<file path="src/rtl/arb_mux_if.sv">
// Channel-side and output-side handshake bundle for arb_mux.
// The master modport is the environment; the slave modport is the arbiter.
interface arb_mux_if #(
    parameter int bit_size = 18,
    parameter int ch_num   = 4,
    parameter int sel_size = 2
);
    // Valid/ready: a word moves on a rising edge where both valid and ready
    // are 1. Input ready depends combinationally on valid; output valid never
    // depends on output ready, and a presented word stays put until taken.
    logic                         mode;
    logic [sel_size-1:0]          S;
    logic [ch_num-1:0]            in_valid;
    logic [ch_num*bit_size-1:0]   in_data;
    logic [ch_num-1:0]            in_ready;
    logic                         out_valid;
    logic [bit_size-1:0]          out_data;
    logic [sel_size-1:0]          out_ch;
    logic                         out_ready;

    modport master (
        output mode,
        output S,
        output in_valid,
        output in_data,
        output out_ready,
        input  in_ready,
        input  out_valid,
        input  out_data,
        input  out_ch
    );

    modport slave (
        input  mode,
        input  S,
        input  in_valid,
        input  in_data,
        input  out_ready,
        output in_ready,
        output out_valid,
        output out_data,
        output out_ch
    );
endinterface

</file>
<file path="src/rtl/arb_mux.sv">
// Multi-channel arbiter/mux with a single registered output slot.
// Fixed-select or round-robin grant; one word per cycle under steady out_ready.
module arb_mux #(
    parameter int bit_size = 18,
    parameter int ch_num   = 4,
    parameter int sel_size = 2
) (
    input  logic     clk,
    input  logic     rst_n,
    arb_mux_if.slave bus
);
    localparam logic [sel_size:0]   CH_NUM_W = (sel_size+1)'(ch_num);
    localparam logic [sel_size-1:0] LAST_CH  = sel_size'(ch_num - 1);

    logic                 slot_open;
    logic                 fix_vld;
    logic                 rr_vld;
    logic [sel_size-1:0]  rr_idx;
    logic [sel_size:0]    rr_scan;
    logic                 grant_vld;
    logic [sel_size-1:0]  grant_idx;
    logic [bit_size-1:0]  grant_data;

    logic                 out_valid_q, out_valid_d;
    logic [bit_size-1:0]  out_data_q,  out_data_d;
    logic [sel_size-1:0]  out_ch_q,    out_ch_d;
    logic [sel_size-1:0]  ptr_q,       ptr_d;

    assign slot_open = !out_valid_q || bus.out_ready;

    // An S outside 0..ch_num-1 matches no channel, so it simply never grants.
    always_comb begin
        fix_vld = 1'b0;
        for (int i = 0; i < ch_num; i++) begin
            if (bus.S == sel_size'(i) && bus.in_valid[i]) begin
                fix_vld = 1'b1;
            end
        end
    end

    // Scan ptr, ptr+1, ... with an explicit wrap at ch_num, since ch_num
    // need not be a power of two and the index cannot just overflow.
    always_comb begin
        rr_vld  = 1'b0;
        rr_idx  = '0;
        rr_scan = '0;
        for (int k = 0; k < ch_num; k++) begin
            rr_scan = {1'b0, ptr_q} + (sel_size+1)'(k);
            if (rr_scan >= CH_NUM_W) begin
                rr_scan = rr_scan - CH_NUM_W;
            end
            if (!rr_vld && bus.in_valid[rr_scan[sel_size-1:0]]) begin
                rr_vld = 1'b1;
                rr_idx = rr_scan[sel_size-1:0];
            end
        end
    end

    always_comb begin
        grant_vld = 1'b0;
        grant_idx = '0;
        if (slot_open) begin
            if (bus.mode) begin
                grant_vld = rr_vld;
                grant_idx = rr_idx;
            end else begin
                grant_vld = fix_vld;
                grant_idx = bus.S;
            end
        end
    end

    always_comb begin
        grant_data = '0;
        for (int i = 0; i < ch_num; i++) begin
            if (grant_idx == sel_size'(i)) begin
                grant_data = bus.in_data[i*bit_size +: bit_size];
            end
        end
    end

    // Gated by rst_n so no channel sees an accept while reset is held.
    always_comb begin
        bus.in_ready = '0;
        if (rst_n && grant_vld) begin
            for (int i = 0; i < ch_num; i++) begin
                bus.in_ready[i] = (grant_idx == sel_size'(i));
            end
        end
    end

    always_comb begin
        out_valid_d = out_valid_q;
        out_data_d  = out_data_q;
        out_ch_d    = out_ch_q;
        ptr_d       = ptr_q;
        if (slot_open) begin
            out_valid_d = grant_vld;
            if (grant_vld) begin
                out_data_d = grant_data;
                out_ch_d   = grant_idx;
            end
        end
        if (grant_vld && bus.mode) begin
            ptr_d = (grant_idx == LAST_CH) ? '0 : grant_idx + 1'b1;
        end
    end

    always_ff @(posedge clk or negedge rst_n) begin
        if (!rst_n) begin
            out_valid_q <= 1'b0;
            out_data_q  <= '0;
            out_ch_q    <= '0;
            ptr_q       <= '0;
        end else begin
            out_valid_q <= out_valid_d;
            out_data_q  <= out_data_d;
            out_ch_q    <= out_ch_d;
            ptr_q       <= ptr_d;
        end
    end

    assign bus.out_valid = out_valid_q;
    assign bus.out_data  = out_data_q;
    assign bus.out_ch    = out_ch_q;
endmodule

</file>
<file path="src/flat_wrapper.sv">
// flat-port wrapper written by rule: the top's interface ports become plain ports
module arb_mux_flat 
#(
    parameter int bit_size = 18,
    parameter int ch_num   = 4,
    parameter int sel_size = 2
)
  (clk, rst_n, bus_mode, bus_S, bus_in_valid, bus_in_data, bus_out_ready, bus_in_ready, bus_out_valid, bus_out_data, bus_out_ch);
  arb_mux_if #(.bit_size(bit_size), .ch_num(ch_num), .sel_size(sel_size)) bus_i ();
  input  logic clk;
  input  logic rst_n;
  input wire logic [$bits(bus_i.mode)-1:0] bus_mode;
  input wire logic [$bits(bus_i.S)-1:0] bus_S;
  input wire logic [$bits(bus_i.in_valid)-1:0] bus_in_valid;
  input wire logic [$bits(bus_i.in_data)-1:0] bus_in_data;
  input wire logic [$bits(bus_i.out_ready)-1:0] bus_out_ready;
  output wire logic [$bits(bus_i.in_ready)-1:0] bus_in_ready;
  output wire logic [$bits(bus_i.out_valid)-1:0] bus_out_valid;
  output wire logic [$bits(bus_i.out_data)-1:0] bus_out_data;
  output wire logic [$bits(bus_i.out_ch)-1:0] bus_out_ch;
  assign bus_i.mode = bus_mode;
  assign bus_i.S = bus_S;
  assign bus_i.in_valid = bus_in_valid;
  assign bus_i.in_data = bus_in_data;
  assign bus_i.out_ready = bus_out_ready;
  assign bus_in_ready = bus_i.in_ready;
  assign bus_out_valid = bus_i.out_valid;
  assign bus_out_data = bus_i.out_data;
  assign bus_out_ch = bus_i.out_ch;
  arb_mux #(.bit_size(bit_size), .ch_num(ch_num), .sel_size(sel_size)) u_core (.clk(clk), .rst_n(rst_n), .bus(bus_i));
endmodule
</file>
<file path="config.mk">
export PLATFORM = sky130hd
export DESIGN_NAME = arb_mux_flat
export DESIGN_NICKNAME = d
export VERILOG_FILES = /design/src/rtl/arb_mux_if.sv /design/src/rtl/arb_mux.sv /design/src/flat_wrapper.sv
export SDC_FILE = /design/constraint.sdc
export NUM_CORES = 1
export LEC_CHECK = 0
export BUFFER_PORTS_ARGS = -buffer_cell sky130_fd_sc_hd__buf_2
export CAP_MARGIN = 20
export CORE_ASPECT_RATIO = 0.8
export CORE_UTILIZATION = 32
export CTS_CLUSTER_SIZE = 40
export DETAILED_ROUTE_END_ITERATION = 6
export PLACE_DENSITY = 0.64
export SETUP_SLACK_MARGIN = 0.4
export SKIP_CTS_REPAIR_TIMING = 1
export SLEW_MARGIN = 20
export SYNTH_ARGS = -nofsm -noshare
export SYNTH_HDL_FRONTEND = slang
export SYNTH_SLANG_ARGS = --single-unit
</file>
<file path="constraint.sdc">
create_clock -name clk -period 3.1 [get_ports clk]
set_input_delay 0.465 -clock clk [delete_from_list [all_inputs] [get_ports clk]]
set_output_delay 0.465 -clock clk [all_outputs]
set_load 0.02 [all_outputs]
</file>
==> results of run 1 <==
==> area by class of cell <==
class,count,area (um^2)
flip-flops and latches,23,576
well taps,62,77.6
fillers,467,2260
repair buffers,136,841
clock buffers,3,41.3
clock inverters,1,5.00
inverters,2,7.51
multi-input cells,134,1260
==> power groups by stage <==
stage	Sequential (mW)	Clock (mW)	Combinational, mW
detailed placement	0.491	0	0.773
floorplan	0.614	0	0.386
CTS	0.487	0.208	0.778
global route	0.502	0.223	1.04
global placement	0.492	0	0.764
finish	0.492	0.204	0.971
==> kinds of logic after synthesis <==
family	count (synthesis)
AND/OR/NAND/NOR	59
AO/OA/AOI/OAI	51
flip-flops	23
multiplexers	20
buffers and inverters	17
adder cells (fa/ha/maj)	4
==> critical path: stages (launching register included) <==
cell and delay, ns:
dfrtp_1 0.44, nand2b_4 0.16, and3_4 0.17, o41a_1 0.48, or2_4 0.30, ha_4 0.17, buf_12 0.13, buf_4 0.19
a21oi_1 0.21, o21ai_0 0.15, a22o_1 0.21, mux2_4 0.25
==> sequential cells by signal, indices dropped and copies added (netlist names) <==
signal,count
u_core.bus.out_data,18
u_core.ptr_q,2
u_core.bus.out_valid,1
u_core.bus.out_ch,2
==> worst paths after layout <==
kind / start / end / slack [ns]
setup / recovery: u_core.ptr_q[1]$_DFFE_PN0P_ / u_core.bus.out_data[13]$_DFFE_PN0P_ / 0.13
hold / removal: rst_n / u_core.bus.out_data[4]$_DFFE_PN0P_ / 0.1
setup reg to reg: u_core.ptr_q[1]$_DFFE_PN0P_ / u_core.bus.out_data[13]$_DFFE_PN0P_ / 0.13
hold reg to reg: u_core.bus.out_data[7]$_DFFE_PN0P_ / u_core.bus.out_data[7]$_DFFE_PN0P_ / 0.51
max in group asynchronous: rst_n / u_core.bus.out_data[7]$_DFFE_PN0P_ / 2.47
min in group clk: bus_out_ready / u_core.bus.out_valid$_DFFE_PN0N_ / 0.48
==> routing by layer <==
layer	up-vias	wire length [um]
met1	877	2820
met3	8	394
li1	902	-
met4	0	89
met5	-	0
met2	86	2690
==> synthesized netlist by cell type, types with 2 or more instances <==
| cell type | instances | area (um^2) |
|---|---|---|
| dfrtp_1 | 23 | 576 |
| nand2_1 | 23 | 86.3 |
| nor2b_1 | 19 | 119 |
| o31ai_1 | 18 | 135 |
| a221oi_1 | 17 | 149 |
| mux2_4 | 15 | 225 |
| clkbuf_1 | 13 | 48.8 |
| a21oi_1 | 6 | 30.0 |
| and3_1 | 5 | 31.3 |
| ha_1 | 4 | 50.1 |
| mux2_1 | 4 | 45.0 |
| nand2b_1 | 4 | 25.0 |
| nor2_1 | 4 | 15.0 |
| buf_6 | 2 | 22.5 |
| inv_1 | 2 | 7.51 |
| o21ai_0 | 2 | 10.0 |
==> through the flow <==
step           power [mW]  hold WS, ns
2_1_floorplan        1.00        0.169
3_3_place_gp         1.26        0.402
3_5_place_dp         1.26        0.407
4_1_cts              1.47        0.102
5_1_grt              1.76        0.106
6_report             1.67       0.0965
==> results.json, run 1 <==
{
  "fp.dieW_um": 83.5,
  "gp_congestion": 0.818,
  "wl_mm": 6.00,
  "endpoint_kind": "register",
  "route.detailed.drc": 0,
  "diodes": 0,
  "avgSynthCellArea_um2": 9.77,
  "synth-xor-area-share_pct": 0,
  "p_seq_share_pct": 29.5,
  "gr-max-usage-layer": "met2",
  "grt_pass1_vias": 1567,
  "start_util_pct": 33.6,
  "met2_usage_pct": 27.7,
  "dp_slack_ns": 0.192,
  "cp_max_fo": 10,
  "fin_setup_tns_ns": 0,
  "setup_slack_ns": 0.128,
  "die_h_um": 67.2,
  "fin_crit_sh_pct": 95.9,
  "ant_nets": 0,
  "utilization_pct": 55.4,
  "syn_inst": 174,
  "dp_hpwl_mm": 3.79,
  "synth-seq-area-share_pct": 33.8,
  "yosys_register_bits": 23,
  "crit_required_ns": 3.26,
  "synth_top_family_by_area": "compound AO/OA/AOI/OAI gates",
  "hold_viol_final": 0,
  "power.internal_mw": 1.00,
  "syn2layout_area_growth_pct": 65.1,
  "maxCapViolCount": 0,
  "clockBufferDepth": 2,
  "wl_per_cell_um": 16.6,
  "synth_edf_count": 0,
  "dr_total_vias": 1873,
  "comb_power_share_pct": 58.2,
  "fin_cells": 361,
  "finalSetupViolCount": 0,
  "cts_tree": "done",
  "p_sw_share_pct": 39.9,
  "yosysWarnings": 0,
  "async_reset_ff_share_pct": 100,
  "critPathArrivalTime_ns": 3.13,
  "num-nets-final": 386,
  "synth-adder-area-share_pct": 2.94,
  "layout-drive-gt1-share_pct": 62.9,
  "syn-num-nets": 260,
  "postPlaceCellArea_um2": 2320,
  "hold_class": "in2async",
  "clk_latency_ns": 0.28,
  "grt_pass1_wl_mm": 7.99,
  "port_buffers": 106,
  "grt_start_max_net_pins": 38,
  "use_met3_pct": 4.40,
  "grt_util_met1_pct": 26.6,
  "layout_commonest_cell": "buf_2",
  "core_area_um2": 5060,
  "design_area_um2": 2810,
  "dr.first_iter.drc_count": 49,
  "htreeDepth": 1,
  "power_frac_clock_pct": 12.3,
  "die-area_um2": 5610,
  "status": "completed",
  "final_cell_mix": "buf_2, buf_4, nand2_1, dfrtp_1, nor2b_1",
  "syn_area_um2": 1700,
  "cts_buffers": 3,
  "rows": 23,
  "dpl.cell_count": 335,
  "skew_ns": 0.0137,
  "fmax_mhz": 336,
  "cellPowerDensity_nw_per_um2": 594,
  "tightest_slew_ns": 0.701,
  "leakage_nw": 1.36,
  "ir_drop_mv": 0.257,
  "cts_sinks": 23,
  "synth_cell_types": 29,
  "viasPerCell": 5.19,
  "drt_first_pass_iters": 6,
  "ios": 107,
  "path_clk_slew_ns": 0.10,
  "slew_headroom_pct": 53.1,
  "synth_mux_area_share_pct": 17.2,
  "rsz0062_at_grt": "yes",
  "globalRouteOverflowTotal": 0,
  "worstSetupPathType": "reg2reg",
  "fin_crit_ns": 2.97,
  "ff2ff_path_depth": 11,
  "slew_violations": 0,
  "switchingPower_mw": 0.665,
  "ctsRootBufferMaster": "clkbuf_8",
  "worst_setup_path_start_kind": "register",
  "gr-usage-all-layers_pct": 18.2,
  "synthSimpleGateAreaFrac_pct": 17.7,
  "synth_compound_area_share_pct": 23.7,
  "antenna_found_initial": 0,
  "ys.flop_type": "dfrtp_1"
}
(Power assumes the default switching activity.)
==> run 2, diff against run 1 <==
- RECOVER_POWER: not set -> 100
- SETUP_SLACK_MARGIN: 0.4 -> 0.3
==> run 2 against run 1 <==
Effect of this change:
- clock skew shrank 0.011 ns
- combinational power shrank 10%
- final area shrank 8.2%
- first-iteration DRC count decreased by 29%
- routed wire length down 13%
- non-clock buffer count fell by 11
- die area is the same
- critical endpoint is now bus_in_ready[3]
- highest routed layer unchanged
==> results.json, run 2 (synthesized netlist as in run 1, its figures left out) <==
{
  "clockBufferDepth": 2,
  "fmax_mhz": 364,
  "layout_commonest_cell": "buf_2",
  "syn2layout_area_growth_pct": 51.6,
  "hold_class": "in2async",
  "fin_setup_tns_ns": 0,
  "ff2ff_path_depth": 10,
  "die-area_um2": 5610,
  "status": "completed",
  "rows": 23,
  "maxCapViolCount": 0,
  "cp-startpoint": "u_core.ptr_q[1]$_DFFE_PN0P_",
  "r2r_slack_ns": 0.38,
  "cellPowerDensity_nw_per_um2": 601,
  "endpoint_kind": "primary output",
  "r2r-end": "u_core.bus.out_data[8]$_DFFE_PN0P_",
  "finalSetupViolCount": 0,
  "cts_tree": "done",
  "grt_pass1_vias": 1563,
  "dr.first_iter.drc_count": 35,
  "path_clk_slew_ns": 0.08,
  "worstSetupPathType": "reg2out",
  "largest_register_ffs": 18,
  "topRoutingLayerUsed": "met4",
  "crit_required_ns": 2.63,
  "tightest_slew_ns": 0.886,
  "cts_sinks": 23,
  "critPathArrivalTime_ns": 2.28,
  "dp_hpwl_mm": 3.71,
  "gp_congestion": 0.764,
  "hold_viol_final": 0,
  "seqCellArea_um2": 576,
  "ant_nets": 0,
  "multiInputGateArea_um2": 1210,
  "dr_total_vias": 1802,
  "reg2reg_from": "u_core.ptr_q[1]$_DFFE_PN0P_",
  "grt_pass1_wl_mm": 7.53,
  "dr_wl_met2_mm": 2.49,
  "holdWs_ns": 0.295,
  "num-nets-final": 375,
  "fp.dieW_um": 83.5,
  "ir_drop_mv": 0.300,
  "wl_met3_um": 321,
  "cts_buffers": 3,
  "critPathCapture": "bus_in_ready[3]",
  "worst_setup_path_start_kind": "register",
  "globalRouteOverflowTotal": 0,
  "die_h_um": 67.2,
  "slew_headroom_pct": 41.0,
  "leakage_nw": 1.20,
  "diodes": 0,
  "drt_first_pass_iters": 4,
  "wl_per_cell_um": 15.0,
  "antenna_found_initial": 0,
  "ios": 107,
  "rsz0062_at_grt": "yes",
  "fin_crit_ns": 2.75,
  "cp_max_fo": 6,
  "grt_start_max_net_pins": 19,
  "core_area_um2": 5060,
  "viasPerCell": 5.15,
  "wl_mm": 5.24,
  "slew_violations": 0,
  "route.detailed.drc": 0,
  "ctsRootBufferMaster": "clkbuf_8",
  "port_buffers": 106,
  "clk_latency_ns": 0.26,
  "start_util_pct": 33.6,
  "fin_crit_sh_pct": 88.6,
  "skew_ns": 0.00280,
  "fillers": 502,
  "gr-usage-all-layers_pct": 16.9,
  "final_cell_mix": "buf_2, clkbuf_1, nand2_1, dfrtp_1, nor2b_1",
  "layout-drive-gt1-share_pct": 52.1,
  "htreeDepth": 1,
  "wl_met1_mm": 2.41
}
run 2: cell count changes in the layout (fill, tap and decap cells not counted), sizes merged:
cell / previous run / this run
clkbuf: 5 / 27
clkinv: 1 / 0
buf: 134 / 102
run 2: critical path: stages, from the launching register on:
cell and delay [ns]:
dfrtp_1 0.44, nand2b_4 0.16, and3_4 0.17, o41a_1 0.46, nor2_2 0.17, buf_4 0.12, ha_1 0.18, and3_1 0.15
buf_2 0.17
run 2: where the power goes:
group | internal, mW | total [mW] | switching, mW
sequential | 0.415 | 0.491 | 0.0758
clock | 0.0916 | 0.188 | 0.0965
combinational | 0.421 | 0.871 | 0.450
total | 0.928 | 1.55 | 0.622
run 2: area by class of cell:
| type | instances | share of cell area [%] |
|---|---|---|
| clock buffers | 4 | 1.75 |
| inverters | 2 | 0.291 |
| multi-input cells | 134 | 47.1 |
| flip-flops and latches | 23 | 22.3 |
| well taps | 62 | 3.01 |
| repair buffers | 125 | 25.5 |
run 2: stage by stage:
| step | instance area, um^2 | setup slack (ns) | instances | util (%) | power [mW] |
|---|---|---|---|---|---|
| after CTS | 2360 | 0.248 | 341 | 46.5 | 1.46 |
| final | 2580 | 0.352 | 350 | 50.9 | 1.55 |
| after global placement | 2310 | 0.292 | 337 | 45.7 | 1.25 |
| after floorplan | 1700 | 0.367 | 174 | - | 0.994 |
| after detailed placement | 2310 | 0.229 | 337 | 45.7 | 1.26 |
| after global routing | 2580 | 0.122 | 350 | 50.9 | 1.65 |
run 2: layer usage:
layer	up-vias	track usage, %
met2	69	30.1
met4	0	1.91
li1	879	-
met3	2	4.40
met1	852	21.5
met5	-	0
run 2: worst min path at each step:
stage	cells after the start	slack [ns]	endpoint	start
after floorplan	0	0.17	u_core.bus.out_ch[0]$_DFFE_PN0P_	rst_n
after global placement	1	0.40	u_core.bus.out_data[5]$_DFFE_PN0P_	rst_n
after detailed placement	1	0.41	u_core.bus.out_data[5]$_DFFE_PN0P_	rst_n
after CTS	1	0.11	u_core.bus.out_data[5]$_DFFE_PN0P_	rst_n
after global routing	1	0.37	u_core.bus.out_data[5]$_DFFE_PN0P_	rst_n
final	1	0.30	u_core.bus.out_data[5]$_DFFE_PN0P_	rst_n
==> run 3, diff against run 2 <==
- clock period: 3.1 -> 3.4 ns (I/O delays scaled with it)
==> run 3 against run 2 <==
Effect of this change:
- sequential share of layout area up 3.3 points
- global-route usage rose by 0.56 points
- utilization fell by 6.5 points
- non-clock buffer count fell by 12
- critical path type unchanged
- die area did not move
- largest power group unchanged
- worst hold slack better by 0.19 ns
- first-iteration DRC count shrank 31%
==> results.json, run 3 (synthesized netlist as in run 1, its figures left out) <==
{
  "status": "completed",
  "path_cells": "nand2b_1, and3_1, o41a_1, or2_0, ha_1, clkbuf_2, and3_1, buf_2",
  "wl_mm": 4.67,
  "dp_slack_ns": 0.191,
  "grt_pass1_wl_mm": 7.71,
  "finalSetupViolCount": 0,
  "crit_family": "simple AND/OR/NAND/NOR gates",
  "fin_setup_tns_ns": 0,
  "ios": 107,
  "layout-drive-gt1-share_pct": 35.5,
  "fin_crit_sh_pct": 88.9,
  "fmax_mhz": 331,
  "clockBufferDepth": 2,
  "rows": 23,
  "slew_violations": 0,
  "syn2layout_area_growth_pct": 32.1,
  "grt_start_max_net_pins": 28,
  "route.detailed.drc": 0,
  "worst_setup_path_start_kind": "register",
  "core_area_um2": 5060,
  "skew_ns": 0.00286,
  "postPlaceCellArea_um2": 2290,
  "cp_max_fo": 15,
  "r2r_slack_ns": 0.45,
  "viasPerCell": 5.06,
  "path_clk_slew_ns": 0.08,
  "ctsRootBufferMaster": "clkbuf_8",
  "fillers": 557,
  "final_cell_mix": "buf_2, clkbuf_1, nand2_1, dfrtp_1",
  "crit_required_ns": 2.89,
  "ant_nets": 0,
  "die-area_um2": 5610,
  "critPathArrivalTime_ns": 2.51,
  "cts_tree": "done",
  "worstSetupPathType": "reg2out",
  "gp_congestion": 0.875,
  "largest_register_ffs": 18,
  "fp.dieW_um": 83.5,
  "wl_per_cell_um": 13.8,
  "layout_commonest_cell": "buf_2",
  "dr_total_vias": 1709,
  "fin_crit_ns": 3.02,
  "crit_slowest_cell": "dfrtp_1",
  "critPathMaxStageDelay_ns": 0.42,
  "design_area_um2": 2250,
  "setup_slack_ns": 0.376,
  "die_h_um": 67.2,
  "hold_viol_final": 0,
  "antenna_found_initial": 0,
  "cts_sinks": 23,
  "dpl.cell_count": 334,
  "critPathMostFrequentCell": "and3_1",
  "num-nets-final": 363,
  "fin_cells": 338,
  "diodes": 0,
  "port_buffers": 106,
  "start_util_pct": 33.6,
  "endpoint_kind": "primary output",
  "rsz0062_at_grt": "yes",
  "grt_pass1_vias": 1667,
  "globalRouteOverflowTotal": 0,
  "dp_hpwl_mm": 3.64,
  "slew_headroom_pct": 11.8,
  "cellPowerDensity_nw_per_um2": 538,
  "cts_buffers": 3,
  "htreeDepth": 1,
  "clk_latency_ns": 0.26,
  "leakage_nw": 1.04,
  "hold_class": "reg2reg",
  "drt_first_pass_iters": 4,
  "dr.first_iter.drc_count": 24,
  "ir_drop_mv": 0.241,
  "gr-usage-all-layers_pct": 17.4,
  "cp_num_buf_inv": 2,
  "maxCapViolCount": 0,
  "utilization_pct": 44.3,
  "tightest_slew_ns": 1.32
}
[run 3: worst paths after layout]
check                                                   start                                  end  depth (start not counted)
setup / recovery                  u_core.ptr_q[1]$_DFFE_PN0P_                      bus_in_ready[2]                          8
max in group asynchronous                               rst_n  u_core.bus.out_data[12]$_DFFE_PN0P_                          1
min in group asynchronous                               rst_n   u_core.bus.out_data[5]$_DFFE_PN0P_                          1
hold reg to reg            u_core.bus.out_data[2]$_DFFE_PN0P_   u_core.bus.out_data[2]$_DFFE_PN0P_                          1
hold / removal             u_core.bus.out_data[2]$_DFFE_PN0P_   u_core.bus.out_data[2]$_DFFE_PN0P_                          1
setup reg to reg                  u_core.ptr_q[1]$_DFFE_PN0P_   u_core.bus.out_data[1]$_DFFE_PN0P_                         10
[run 3: worst register-to-register path, delay by kind of cell (launching register included)]
family / cells / cell delay [ns]
multiplexers: 1 / 0.30
buffers and inverters: 1 / 0.20
AND/OR/NAND/NOR: 4 / 0.84
adder cells (fa/ha/maj): 1 / 0.25
flip-flops: 1 / 0.42
AO/OA/AOI/OAI: 3 / 0.83
[run 3: layout make-up]
cell class              count  area (um^2)  share of cell area, %
clock buffers               4         45.0                   2.01
inverters                   2         7.51                  0.334
multi-input cells         134          992                   44.2
flip-flops and latches     23          576                   25.6
well taps                  62         77.6                   3.45
repair buffers            113          548                   24.4
[run 3: metal layers]
| metal | vias up | track usage, % | wire [um] |
|---|---|---|---|
| met4 | 0 | 3.39 | 34 |
| met2 | 70 | 29.1 | 2130 |
| met1 | 775 | 22.8 | 2090 |
| li1 | 857 | - | - |
| met5 | - | 0 | 0 |
| met3 | 7 | 5.13 | 408 |
[run 3: where the power goes]
part	internal, mW	switching [mW]	total, mW
registers	0.378	0.0582	0.436
logic	0.251	0.352	0.603
clock network	0.0836	0.0859	0.169
[run 3: stage by stage]
stage	hold WS (ns)	power (mW)
floorplan	0.214	0.906
global placement	0.485	1.13
detailed placement	0.472	1.14
CTS	0.246	1.32
global route	0.504	1.31
finish	0.488	1.21
